===== config.mk =====
export PLATFORM = sky130hd
export DESIGN_NAME = flight_uart_tx
export DESIGN_NICKNAME = d
export VERILOG_FILES = /design/src/rtl/flight_uart_tx.sv
export SDC_FILE = /design/constraint.sdc
export NUM_CORES = 1
export LEC_CHECK = 0
export CAP_MARGIN = 20
export CORE_ASPECT_RATIO = 1.4
export CORE_MARGIN = 2
export CORE_UTILIZATION = 53
export CTS_CLUSTER_DIAMETER = 80
export DETAILED_ROUTE_END_ITERATION = 10
export PLACE_DENSITY = 0.76
export SLEW_MARGIN = 20
export SYNTH_ARGS = -nofsm -noshare
export SYNTH_HDL_FRONTEND = slang
export SYNTH_SLANG_ARGS = --single-unit

===== constraint.sdc =====
create_clock -name clock -period 3.55 [get_ports clock]
set_input_delay 0.8875 -clock clock [delete_from_list [all_inputs] [get_ports clock]]
set_output_delay 0.8875 -clock clock [all_outputs]
set_load 0.01 [all_outputs]

===== src/rtl/flight_uart_tx.sv =====
// rtl/flight_uart_tx.sv - frame RAM to 8N1 UART downlink serializer with CRC-16/CCITT-FALSE trailer
module flight_uart_tx #(
    parameter int CLK_DIV = 434,
    parameter int BYTES   = 192,
    parameter int RD_LAT  = 2
) (
    input  logic        clock,
    input  logic        reset,
    input  logic        frame,
    output logic [6:0]  rd_FLIGHT,
    input  logic [31:0] FLIGHT_out,
    output logic        tx,
    output logic        busy,
    output logic        done,
    output logic        overrun
);
    typedef enum logic [2:0] {
        S_IDLE, S_ADDR, S_LOAD, S_SHIFT, S_CRC_HI, S_CRC_LO, S_DONE
    } state_t;

    state_t      state_q, state_d;
    logic        frame_d;
    logic        fall;
    logic        accept;
    logic [15:0] baud_cnt;
    logic [3:0]  bit_cnt;
    logic [9:0]  byte_idx;
    logic [9:0]  byte_idx_inc;
    logic [7:0]  lat_cnt;
    logic [15:0] crc;
    logic [31:0] word_q;
    logic [7:0]  cur_byte;
    logic        serializing;
    logic        bit_end;
    logic        byte_end;
    logic        lat_end;
    logic        crc_in;
    logic        crc_fb;

    assign fall         = frame_d & ~frame;
    assign byte_idx_inc = byte_idx + 10'd1;
    assign bit_end      = (baud_cnt == 16'(CLK_DIV - 1));
    assign byte_end     = bit_end && (bit_cnt == 4'd9);
    assign lat_end      = (lat_cnt == 8'(RD_LAT - 1));
    assign serializing  = (state_q == S_SHIFT) || (state_q == S_CRC_HI) || (state_q == S_CRC_LO);
    assign busy         = (state_q != S_IDLE) && (state_q != S_DONE);
    assign done         = (state_q == S_DONE);

    always_comb begin
        cur_byte = word_q[7:0];
        case (state_q)
            S_CRC_HI: cur_byte = crc[15:8];
            S_CRC_LO: cur_byte = crc[7:0];
            default: begin
                case (byte_idx[1:0])
                    2'd0:    cur_byte = word_q[7:0];
                    2'd1:    cur_byte = word_q[15:8];
                    2'd2:    cur_byte = word_q[23:16];
                    default: cur_byte = word_q[31:24];
                endcase
            end
        endcase
    end

    // tx is decoded from registered state so an asynchronous reset forces it high at once
    always_comb begin
        tx = 1'b1;
        if (serializing) begin
            if (bit_cnt == 4'd0)
                tx = 1'b0;
            else if (bit_cnt != 4'd9)
                tx = cur_byte[3'(bit_cnt - 4'd1)];
        end
    end

    // Payload bits fold MSB-first during the first 8 clocks of the start bit
    assign crc_in = cur_byte[3'(3'd7 - baud_cnt[2:0])];
    assign crc_fb = crc[15] ^ crc_in;

    always_comb begin
        state_d = state_q;
        accept  = 1'b0;
        case (state_q)
            S_IDLE: begin
                if (fall) begin
                    state_d = S_ADDR;
                    accept  = 1'b1;
                end
            end
            S_ADDR:  if (lat_end) state_d = S_LOAD;
            S_LOAD:  state_d = S_SHIFT;
            S_SHIFT: begin
                if (byte_end) begin
                    if (byte_idx_inc == 10'(BYTES))
                        state_d = S_CRC_HI;
                    else if (byte_idx_inc[1:0] == 2'd0)
                        state_d = S_ADDR;
                end
            end
            S_CRC_HI: if (byte_end) state_d = S_CRC_LO;
            S_CRC_LO: if (byte_end) state_d = S_DONE;
            S_DONE: begin
                if (fall) begin
                    state_d = S_ADDR;
                    accept  = 1'b1;
                end else begin
                    state_d = S_IDLE;
                end
            end
            default: state_d = S_IDLE;
        endcase
    end

    always_ff @(posedge clock or posedge reset) begin
        if (reset)
            state_q <= S_IDLE;
        else
            state_q <= state_d;
    end

    always_ff @(posedge clock or posedge reset) begin
        if (reset) begin
            frame_d   <= 1'b0;
            overrun   <= 1'b0;
            rd_FLIGHT <= 7'd0;
            byte_idx  <= 10'd0;
            lat_cnt   <= 8'd0;
            baud_cnt  <= 16'd0;
            bit_cnt   <= 4'd0;
            crc       <= 16'hFFFF;
            word_q    <= 32'd0;
        end else begin
            frame_d <= frame;
            overrun <= fall && busy;
            if (accept) begin
                rd_FLIGHT <= 7'd0;
                byte_idx  <= 10'd0;
                lat_cnt   <= 8'd0;
                crc       <= 16'hFFFF;
            end
            case (state_q)
                S_ADDR: lat_cnt <= lat_end ? 8'd0 : lat_cnt + 8'd1;
                S_LOAD: begin
                    word_q   <= FLIGHT_out;
                    baud_cnt <= 16'd0;
                    bit_cnt  <= 4'd0;
                end
                S_SHIFT, S_CRC_HI, S_CRC_LO: begin
                    if (bit_end) begin
                        baud_cnt <= 16'd0;
                        bit_cnt  <= (bit_cnt == 4'd9) ? 4'd0 : bit_cnt + 4'd1;
                    end else begin
                        baud_cnt <= baud_cnt + 16'd1;
                    end
                    if (state_q == S_SHIFT && bit_cnt == 4'd0 && baud_cnt < 16'd8)
                        crc <= {crc[14:0], 1'b0} ^ (crc_fb ? 16'h1021 : 16'h0000);
                    if (state_q == S_SHIFT && byte_end) begin
                        byte_idx <= byte_idx_inc;
                        if (state_d == S_ADDR) begin
                            rd_FLIGHT <= byte_idx_inc[8:2];
                            lat_cnt   <= 8'd0;
                        end
                    end
                end
                default: ;
            endcase
        end
    end
endmodule

# Word-level counts from Yosys, hierarchy flattened
# Cells that the tools add are included.
totals:
  register_bits: 98
  in_bits: 35
  output_inout_bits: 11
  wordCells: 97
op_classes:
  n_addsub: 6
  reduce_logical: 17
  n_lt_le_gt_ge: 3
  n_eq_ne: 16
  n_mux: 41
  n_bitwise: 4
ops:
  columns: ["op", "count"]
  rows:
  - ["$mux 16", 4]
  - ["$mux 8", 4]
  - ["$pmux 16 s2", 1]
  - ["$pmux 8 s2", 2]
  - ["$mux 10", 3]
  - ["$mux 7", 4]
  - ["$pmux 8 s3", 1]
  - ["$mux 3", 7]
  - ["$pmux 3 s7", 1]
  - ["$add 16x1->16 const B", 1]
  - ["$eq 16x9->1 const B", 1]
  - ["$lt 16x4->1 const B", 1]
  - ["$xor 16x13->16", 1]
  - ["$mux 13", 1]
  - ["$add 10x1->10 const B", 1]
  - ["$eq 10x8->1 const B", 1]
  - ["$eq 3x3->1 const B", 3]
  - ["$add 8x1->8 const B", 1]
  - ["$eq 8x1->1 const B", 1]
  - ["$lt 3x4->1 const B", 2]
  - ["$mux 1", 8]
  - ["$mux 4", 2]
  - ["$pmux 4 s2", 1]
  - ["$bmux 1 s3", 2]
  - ["24 further kinds", 33]

# Logic depth before layout (Yosys ltp)
# Gate-level depths: netlist (run 1).
logic_depth:
  word_depth: 10
  ltp_mapped: 10
  mapped_depth_nobuf: 9

# Least setup slack after synthesis (run 1)
# OpenSTA, ideal clock, no wires.
synth_timing:
  kind: "reg2out"
  from: "register byte_idx[0]"
  to: "output port tx"
  n_path_buf: 1
  path_slack_ns: 0.580
  t_required_ns: 2.663
  stages_incl_launch_ff: 10
  arrival_ns: 2.082
  cell_sequence: "dfrtp_1 inv_1 ha_1 clkbuf_1 a22oi_1 a221oi_1 nor2_1 mux4_2 nor2_1 o41a_1"
synth_between:
  elab_chain_cells: 8
  elab_cells_between_ends: 10
  classes_between: "eq/ne (2); mux (7); reduce/logical (1)"
synth_lines:
  columns: ["element", "line_no", "text"]
  rows:
  - ["from (decl)", "27", "logic [9:0] byte_idx;"]
  - ["from (signal assigned)", "158", "byte_idx <= byte_idx_inc;"]
  - ["$eq 2x2->1, or another cell as far along", "55", "case (byte_idx[1:0])"]
  - ["$pmux 8 s3 (*)", "55", null]
  - ["$pmux 8 s2 (*)", "51", "case (state_q)"]
  - ["$bmux 1 s3 (*)", "72", "tx = cur_byte[3'(bit_cnt - 4'd1)];"]
  - ["$mux 1 (not written as such) (*)", "72", null]
  - ["$mux 1 (*)", "71", "else if (bit_cnt != 4'd9)"]
  - ["$mux 1 (*)", "69", "if (bit_cnt == 4'd0)"]
  - ["$mux 1 (*)", "68", "if (serializing) begin"]
  - ["to (decl)", "12", "output logic tx,"]
# Mark *: on every way between the ends. The rest lies on a longest branch, timed or not. The select of a mux whose other input is x is not followed.

# Worst setup path in the final report (run 1)
# Ends and elaborated chain as after synthesis.

==> results of run 1 <==
## metal layers
metal,global-route usage,share of wire
met5,0,0
met4,0.115,0.037
met3,0.0491,0.039
met2,0.422,0.52
met1,0.290,0.40
## area by class of cell
class	instances	area, um^2
inverters	20	81.3
multi-input cells	415	2740
repair buffers	67	623
well taps	135	169
clock inverters	6	42.5
fillers	780	3490
clock buffers	10	229
flip-flops and latches	98	2470
## how the worst max path moves through the flow
stage	from	end	slack [ns]	cells past startpoint
after floorplan	reset	baud_cnt[0]	0.13	1
after global placement	byte_idx[0]	tx	0.07	8
after detailed placement	byte_idx[1]	tx	-0.04	8
after CTS	byte_idx[0]	tx	0.007	10
after global routing	byte_idx[1]	tx	0.006	9
final	byte_idx[0]	tx	0.16	9
## logic make-up (layout without fill, tap and decap cells)
family / count (synthesis) / count (layout) / synth area share
flip-flops: 98 / 98 / 0.466
AO/OA/AOI/OAI: 143 / 143 / 0.166
AND/OR/NAND/NOR: 199 / 199 / 0.183
buffers and inverters: 47 / 103 / 0.0375
adder cells (fa/ha/maj): 13 / 13 / 0.0307
XOR/XNOR: 22 / 22 / 0.0363
multiplexers: 38 / 38 / 0.0806
## Yosys cell counts, types with 9 or more instances
library cell   n  area [um^2]
o21ai_0       53          265
inv_1         20         75.1
clkbuf_1      16         60.1
dfstp_2       16          420
xnor2_1       14          123
a221oi_1      10         87.6
a22oi_1       11         82.6
dfrtp_1       82         2050
mux2_2        28          315
mux2i_1        9         90.1
nor2_1        72          270
ha_1          13          163
a21oi_1       34          170
nand3_1       32          160
nand2_1       41          154
## what timing repair did
| item | 4_1_cts | 5_1_grt |
|---|---|---|
| setup buffers | 2 | 0 |
| setup endpoints to repair | 1 | 1 |
| resized for setup | 21 | 5 |
| pin swaps | 1 | 1 |
## power by group through the flow
stage / Combinational, W / Clock (W) / Sequential, W
floorplan: 0.0000822 / 0 / 0.00121
global placement: 0.000140 / 0 / 0.00122
detailed placement: 0.000145 / 0 / 0.00122
CTS: 0.000148 / 0.000922 / 0.00120
global route: 0.000163 / 0.000962 / 0.00120
finish: 0.000147 / 0.000904 / 0.00120
## flip-flops by register name, summed over array words and instances, names as in the netlist
signal	flops
baud_cnt	16
overrun	1
bit_cnt	4
word_q	32
state_q	3
frame_d	1
rd_FLIGHT	7
lat_cnt	8
crc	16
byte_idx	10
## per-stage QoR
stage	cells	setup WS, ns
finish	751	0.160
global route	751	0.00589
CTS	751	0.00692
detailed placement	733	-0.0434
global placement	733	0.0680
floorplan	560	0.127
## worst max-delay path, delay by kind of cell (launching register included)
kind,cells,cell delay (ns)
and+or+nand+nor,1,0.04
muxes,1,0.28
DFF,1,0.45
adders and majority gates,1,0.17
buffers and inverters,2,0.30
AOI/OAI and AO/OA,4,0.90
==> key figures, run 1 <==
Pwr
  • Net Sw Frac: 0.232
  • Total power: 0.00225 W
  • Sw Pwr: 0.000522 W
  • Peak supply drop: 0.227 mV
  • Leakage: 2.62 nW
  • Clock power frac: 0.402
  • Sequential share of power: 0.533
  • Comb pwr share: 0.065
  • Pint: 0.00173 W
  • Pwr dens: 354 nW/um^2

Synth
  • Yosys warns: 0
  • Register area share after synthesis: 0.466
  • Synthesized instance count: 560
  • EDFF count, synth: 0
  • Syn_nets: 608
  • Syn Area/Cell: 9.48 um^2
  • Ys flop type: dfrtp_1
  • Distinct cell type count after synthesis: 53
  • Async S/R FF share, synth: 1.00
  • Number of synthesized register bits: 98
  • Post-Syn Area: 5310 um^2

Layout
  • Final instance area: 6360 um^2
  • Syn-to-layout area delta: 19.8%
  • Ant. Diodes: 0
  • Share of post-route cells with drive strength above 1: 0.195
  • Fin util: 0.646
  • Nets@finish: 659
  • Most frequent cells in the layout: dfrtp_1 (80), nor2_1 (72), o21ai_0 (53)
  • Commonest non-fill, non-tap cell in the layout: dfrtp_1

Timing
  • FMAX: 295 MHz
  • Final Hold Vio Count: 0
  • Worst slew pin tran: 0.928 ns
  • Post-route setup TNS: 0 ns
  • Final min period: 3.39 ns
  • Clock skew: 0.00881 ns
  • Final worst path period share: 0.955
  • RSZ-0062 raised after global routing: false
  • Slew Viols, Final: 0
  • Fin Hold WS: 0.508 ns
  • Count of final setup violators: 0
  • Slew HR: 0.381

Flow run
  • Max-Cap Viols: 0

Floorplan
  • Ports: 46
  • Height of the die: 122 um
  • Die area: 10800 um^2
  • Effective utilization at floorplan: 0.539
  • Die X: 88.6 um
  • Core footprint: 9850 um^2
  • FP Rows: 43

Routing
  • First-pass iteration count of the detailed router: 5
  • Drt wl/cell: 16.2 um
  • DRT antenna net count: 0
  • DRC violations left: 0
  • Routed Wire Length: 12.2 mm
  • DR vias/cell: 5.90
  • Initial DRC count: 271
  • Vias post-DR: 4433

Placed design
  • Number of port buffers: 45
  • GP Congestion: 0.852
  • HPWL after DPL: 8.68 mm
  • Placed Area: 5970 um^2

Clock tree
  • CTS root buf: clkbuf_16
  • CTS clk-pin slew, worst paths: 0.07 ns
  • H-tree Lvls: 3
  • TritonCTS buffer count: 9
  • TritonCTS clock tree: done
  • Cts hold-fix bufs: 0
  • Later-pin clock latency in the skew report: 0.35 ns
  • Longest Clk Path Bufs: 2
  • Clk sinks: 98

Worst setup path
  • CP Data Required Time: 2.66 ns
  • Critical Path Most Common Cell: a21oi_1
  • Critical path, cell by cell: buf_4 > ha_4 > a21oi_1 > a221oi_2 > a21oi_1 > mux4_2 > nor2_1 > o41a_1 > clkbuf_2
  • Reg2reg setup slack: 0.73 ns
  • FF-to-FF End: lat_cnt[0]
  • Worst path max stage delay: 0.45 ns
  • Crit Reg-Reg Startpoint: baud_cnt[10]
  • Worst R2R Path Depth: 7
  • Crit-path slowest cell: dfrtp_2
  • Critical path class: register to output port
  • Crit path DAT: 2.50 ns
  • Crit-path max FO: 5
  • Crit path launch type: register
  • Type of destination of the critical path: output port

Status
  • Status: complete, no violations

Global route
  • Gr usage total: 0.245
  • Largest net degree at the start of global routing: 51
  • Number of global-route vias before repair: 4465
  • Initial antenna violation count: 0
  • Gr ovfl total: 0
  • First-pass GRT wire length: 20.6 mm

Hold path
  • Hold path start: rd_FLIGHT[6]
  • Hold Crit Class: register to register
  • Hold path depth: 2
  • Hold endpoint: rd_FLIGHT[6]
(Power assumes the default switching activity.)
==> run 2: changes to the inputs <==
--- a/config.mk
+++ b/config.mk
@@ -11,6 +11,7 @@
 export CORE_UTILIZATION = 53
 export CTS_CLUSTER_DIAMETER = 80
 export DETAILED_ROUTE_END_ITERATION = 10
+export MAX_ROUTING_LAYER = met4
 export PLACE_DENSITY = 0.76
 export SLEW_MARGIN = 20
 export SYNTH_ARGS = -nofsm -noshare
==> key figures, run 2 (same netlist as run 1, synthesis figures left out) <==
Status
  • Status: complete, no violations

Placed design
  • Placed Area: 5970 um^2
  • HPWL after DPL: 8.68 mm
  • GP Congestion: 0.893
  • Number of port buffers: 45

Timing
  • Fin Hold WS: 0.510 ns
  • FMAX: 290 MHz
  • Final min period: 3.45 ns
  • Final worst path period share: 0.971
  • Slew HR: 0.382
  • RSZ-0062 raised after global routing: false
  • Post-route setup TNS: 0 ns
  • Final Hold Vio Count: 0
  • Clock skew: 0.00534 ns
  • Worst slew pin tran: 0.927 ns
  • Count of final setup violators: 0
  • Slew Viols, Final: 0

Pwr
  • Peak supply drop: 0.290 mV
  • Pwr dens: 354 nW/um^2
  • Leakage: 2.62 nW

Clock tree
  • H-tree Lvls: 3
  • Clk sinks: 98
  • CTS root buf: clkbuf_16
  • CTS clk-pin slew, worst paths: 0.06 ns
  • TritonCTS buffer count: 9
  • TritonCTS clock tree: done
  • Later-pin clock latency in the skew report: 0.35 ns
  • Longest Clk Path Bufs: 2

Layout
  • Final instance area: 6340 um^2
  • Syn-to-layout area delta: 19.4%
  • Top Registers: word_q: 32 flops, baud_cnt: 16 flops, crc: 16 flops
  • Ant. Diodes: 0
  • Max reg flops: 32
  • Nets@finish: 659
  • # fillers: 791
  • Most frequent cells in the layout: dfrtp_1 (80), nor2_1 (72), o21ai_0 (53)
  • Top reg by flops: word_q
  • Share of post-route cells with drive strength above 1: 0.189
  • Commonest non-fill, non-tap cell in the layout: dfrtp_1

Floorplan
  • Die area: 10800 um^2
  • Effective utilization at floorplan: 0.539
  • Ports: 46
  • Height of the die: 122 um
  • Core footprint: 9850 um^2
  • FP Rows: 43
  • Die X: 88.6 um

Global route
  • Gr usage total: 0.249
  • Largest net degree at the start of global routing: 49
  • Number of global-route vias before repair: 4445
  • Initial antenna violation count: 0
  • First-pass GRT wire length: 20.6 mm
  • Gr ovfl total: 0

Flow run
  • Max-Cap Viols: 0

Worst setup path
  • Crit-path max FO: 6
  • Critical Path Most Common Cell: nor2_1
  • Critical path, cell by cell: inv_2 > ha_4 > a22oi_1 > a221oi_2 > nor2_1 > mux4_2 > nor2_1 > o41a_1 > clkbuf_2
  • Crit-path slowest cell: dfrtp_2
  • Crit path launch type: register
  • Crit path DAT: 2.56 ns
  • Worst path max stage delay: 0.46 ns
  • Type of destination of the critical path: output port
  • Critical path class: register to output port
  • CP Data Required Time: 2.66 ns

Routing
  • DRT antenna net count: 0
  • Vias post-DR: 4376
  • Drt wl/cell: 16.1 um
  • DR vias/cell: 5.83
  • Initial DRC count: 179
  • Routed Wire Length: 12.1 mm
  • DRC violations left: 0
  • First-pass iteration count of the detailed router: 4

Hold path
  • Hold Crit Class: register to register
run 2: cell count changes in the layout (fill, tap and decap cells not counted), sizes merged:
cell | before | now
inv | 20 | 19
clkbuf | 11 | 13
clkinvlp | 2 | 0
run 2: per-layer routing:
layer	vias to the layer above	share of wire	track usage
met1	2150	0.41	0.292
met5	-	0	-
li1	2099	-	-
met3	26	0.035	0.0363
met4	0	0.027	0.106
met2	101	0.52	0.423
run 2: worst paths after layout:
| path | start | endpoint | slack, ns | cells past startpoint |
|---|---|---|---|---|
| max in group asynchronous | reset | bit_cnt[3] | 2.02 | 3 |
| worst min-delay path | crc[12] | crc[13] | 0.51 | 2 |
| min in group asynchronous | reset | word_q[28] | 0.80 | 2 |
| worst max-delay path | byte_idx[0] | tx | 0.10 | 9 |
| worst max register to register | baud_cnt[10] | lat_cnt[5] | 0.77 | 7 |
| worst min register to register | crc[12] | crc[13] | 0.51 | 2 |
run 2: power breakdown:
group,total (W),internal [W],switching [W]
Combinational,0.000147,0.0000818,0.0000648
Sequential,0.00120,0.00117,0.0000289
Clock,0.000897,0.000506,0.000392
run 2: area by class of cell:
cell class                 instances  area, um^2  area share
inverter                          20        76.3      0.0120
clock buffer                      12         256      0.0405
multi-input combinational        415        2720       0.430
timing repair buffer              67         623      0.0983
sequential                        98        2470       0.391
clock inverter                     3        15.0     0.00237
tap                              135         169      0.0267
run 2: stage by stage:
stage | power, W | setup WS [ns] | instances | utilization
floorplan | 0.00129 | 0.127 | 560 | -
global placement | 0.00136 | 0.0559 | 733 | 0.606
detailed placement | 0.00136 | -0.0316 | 733 | 0.606
CTS | 0.00226 | 0.00206 | 749 | 0.642
global route | 0.00232 | 0.00668 | 750 | 0.644
finish | 0.00224 | 0.102 | 750 | 0.644
run 2: repair_timing:
| item | 4_1_cts | 5_1_grt |
|---|---|---|
| gates resized for setup | 17 | 5 |
| hold buffers | 0 | 0 |
| buffers inserted | 1 | 1 |
| pin swaps | 0 | 1 |
| setup endpoints to repair | 1 | 1 |
run 2: worst max-delay path, delay by kind of cell, from the launching register on:
kind	cells	cell delay (ns)
compound gates	3	0.59
flops	1	0.46
mux	1	0.46
buf+inv	2	0.26
simple gates	2	0.25
fa+ha+maj	1	0.19
==> patch: new RTL, flow settings as in run 1 <==
Make the reset (`reset`) synchronous in 2 clocked blocks. Comments in the files are not updated.
--- a/src/rtl/flight_uart_tx.sv
+++ b/src/rtl/flight_uart_tx.sv
@@ -111,14 +111,14 @@
         endcase
     end
 
-    always_ff @(posedge clock or posedge reset) begin
+    always_ff @(posedge clock) begin
         if (reset)
             state_q <= S_IDLE;
         else
             state_q <= state_d;
     end
 
-    always_ff @(posedge clock or posedge reset) begin
+    always_ff @(posedge clock) begin
         if (reset) begin
             frame_d   <= 1'b0;
             overrun   <= 1'b0;
Function: differs if reset is asserted again (counterexample within 4 cycles, from zero or initial values and one cycle with reset high); with reset held inactive, the same outputs for 10 cycles.
==> patch against run 1 <==
  * Cell area is 4.6% lower
  * Clock power increased by 10%
  * Largest cell class unchanged
  * Final cell count grew 8.9%
  * Synthesized area fell by 3.3%
  * Worst setup slack better by 5.5 ps
  * Global-route usage rose by 2.0 points
  * Routed wire length increased by 9.2%
  * Sequential cell count did not move
  * Count of clock-buffer cells in the layout unchanged
  * Sequential power shrank 7%
  * Power decreased by 0.73%
  * Critical path depth grew 1
==> patch: results (changes against run 1) <==
{| class="wikitable"
! Metric !! Value
|-
| Area used by multi-input combinational logic || 2970 um^2 (+8.4%)
|-
| Worst setup skew after layout || 9.93 ps (+1.13 ps)
|-
| Cell area after placement || 5710 um^2 (-4.3%)
|-
| Antenna diode count || 0 (unchanged)
|-
| Maximum net fanout on the critical path || 4 (-1)
|-
| Initial DRC Count || 368 (+36%)
|-
| Reported combinational group power || 0.126 mW (-14%)
|-
| Actual transition at the worst max-transition pin || 840 ps (-87.9 ps)
|-
| Clk power || 0.996 mW (+10%)
|-
| HPWL after detailed placement || 9380 um (+8.0%)
|-
| Number of library cell types mapped by synthesis || 62 (+17%)
|-
| Number of instances in the synthesized netlist || 667 (+19%)
|-
| Share of post-route cells with drive strength above 1 || 0.105 (-0.0903)
|-
| Slowest Stage Delay on Critical Path || 390 ps (-60 ps)
|-
| Ys async rst share || 0 (-1.00)
|-
| Wire length per cell after detailed routing || 16.3 um (+0.29%)
|-
| Via count of the first global-routing pass || 4768 (+6.8%)
|-
| Highest attainable clock frequency || 295 MHz (+0.16%)
|-
| Global-route wire length before repair || 22300 um (+8.2%)
|-
| Setup slack of the worst register-to-register path || 910 ps (+180 ps)
|-
| Outcome || complete, no violations
|-
| Net count, final || 751 (+14%)
|-
| P_sw || 0.500 mW (-4.2%)
|-
| Crit-path slowest cell || sky130_fd_sc_hd__a2111o_1
|-
| Filler instances || 833 (+6.8%)
|-
| Via density per instance || 6.05 (+2.5%)
|-
| Number of cells in the design after placement || 802 (+9.4%)
|-
| Worst setup timing slack at the placement stage || 81.4 ps (+125 ps)
|-
| Ys flop type || sky130_fd_sc_hd__dfxtp_1
|-
| Global-route total usage across every layer || 0.266 (+0.0201)
|}
## patch: cell count changes after synthesis, sizes merged, moves of 16 or more
cell    delta
dfrtp     -82
o21ai     -41
dfstp     -16
a21oi     +56
nor3      +17
nand2     +55
mux2      -25
dfxtp     +98
clkbuf    +16
## patch: layout make-up
class | instances | share of cell area
Tap cell | 110 | 0.0227
Clock buffer | 10 | 0.0394
Inverter | 16 | 0.00990
Multi-Input combinational cell | 507 | 0.489
Clock inverter | 6 | 0.0103
Timing Repair Buffer | 71 | 0.105
Sequential cell | 98 | 0.324
## patch: metal layers
layer	up-vias	track usage	part of all wire
met5	-	0	0
met3	44	0.0471	0.046
met4	0	0.130	0.040
met2	159	0.450	0.50
li1	2422	-	-
met1	2326	0.319	0.42
## patch: final timing paths
check / from / endpoint / depth (start not counted)
min: word_q[29] / word_q[29] / 2
max: byte_idx[0] / tx / 10
min reg2reg: word_q[29] / word_q[29] / 2
max reg2reg: baud_cnt[10] / lat_cnt[5] / 8
## patch: cells by family (layout without fill, tap and decap cells)
| group | count (synthesis) | in the layout | share of synthesized area |
|---|---|---|---|
| DFF | 98 | 98 | 0.382 |
| adders and majority gates | 13 | 13 | 0.0317 |
| AOI/OAI and AO/OA | 176 | 176 | 0.216 |
| muxes | 9 | 9 | 0.0183 |
| and+or+nand+nor | 294 | 294 | 0.276 |
| buffers and inverters | 62 | 103 | 0.0500 |
| xor gates and xnor gates | 15 | 15 | 0.0256 |
## patch: timing repair
item	in CTS	in global routing
setup buffers	0	0
endpoints found under the setup margin	1	1
resized for setup	13	3
pin swaps	0	1
## patch: critical path, delay by kind of cell (launching register included)
kind            cells  cell delay, ps
simple gates        1              90
fa+ha+maj           1             210
buf+inv             3             370
compound gates      5            1130
flops               1             350
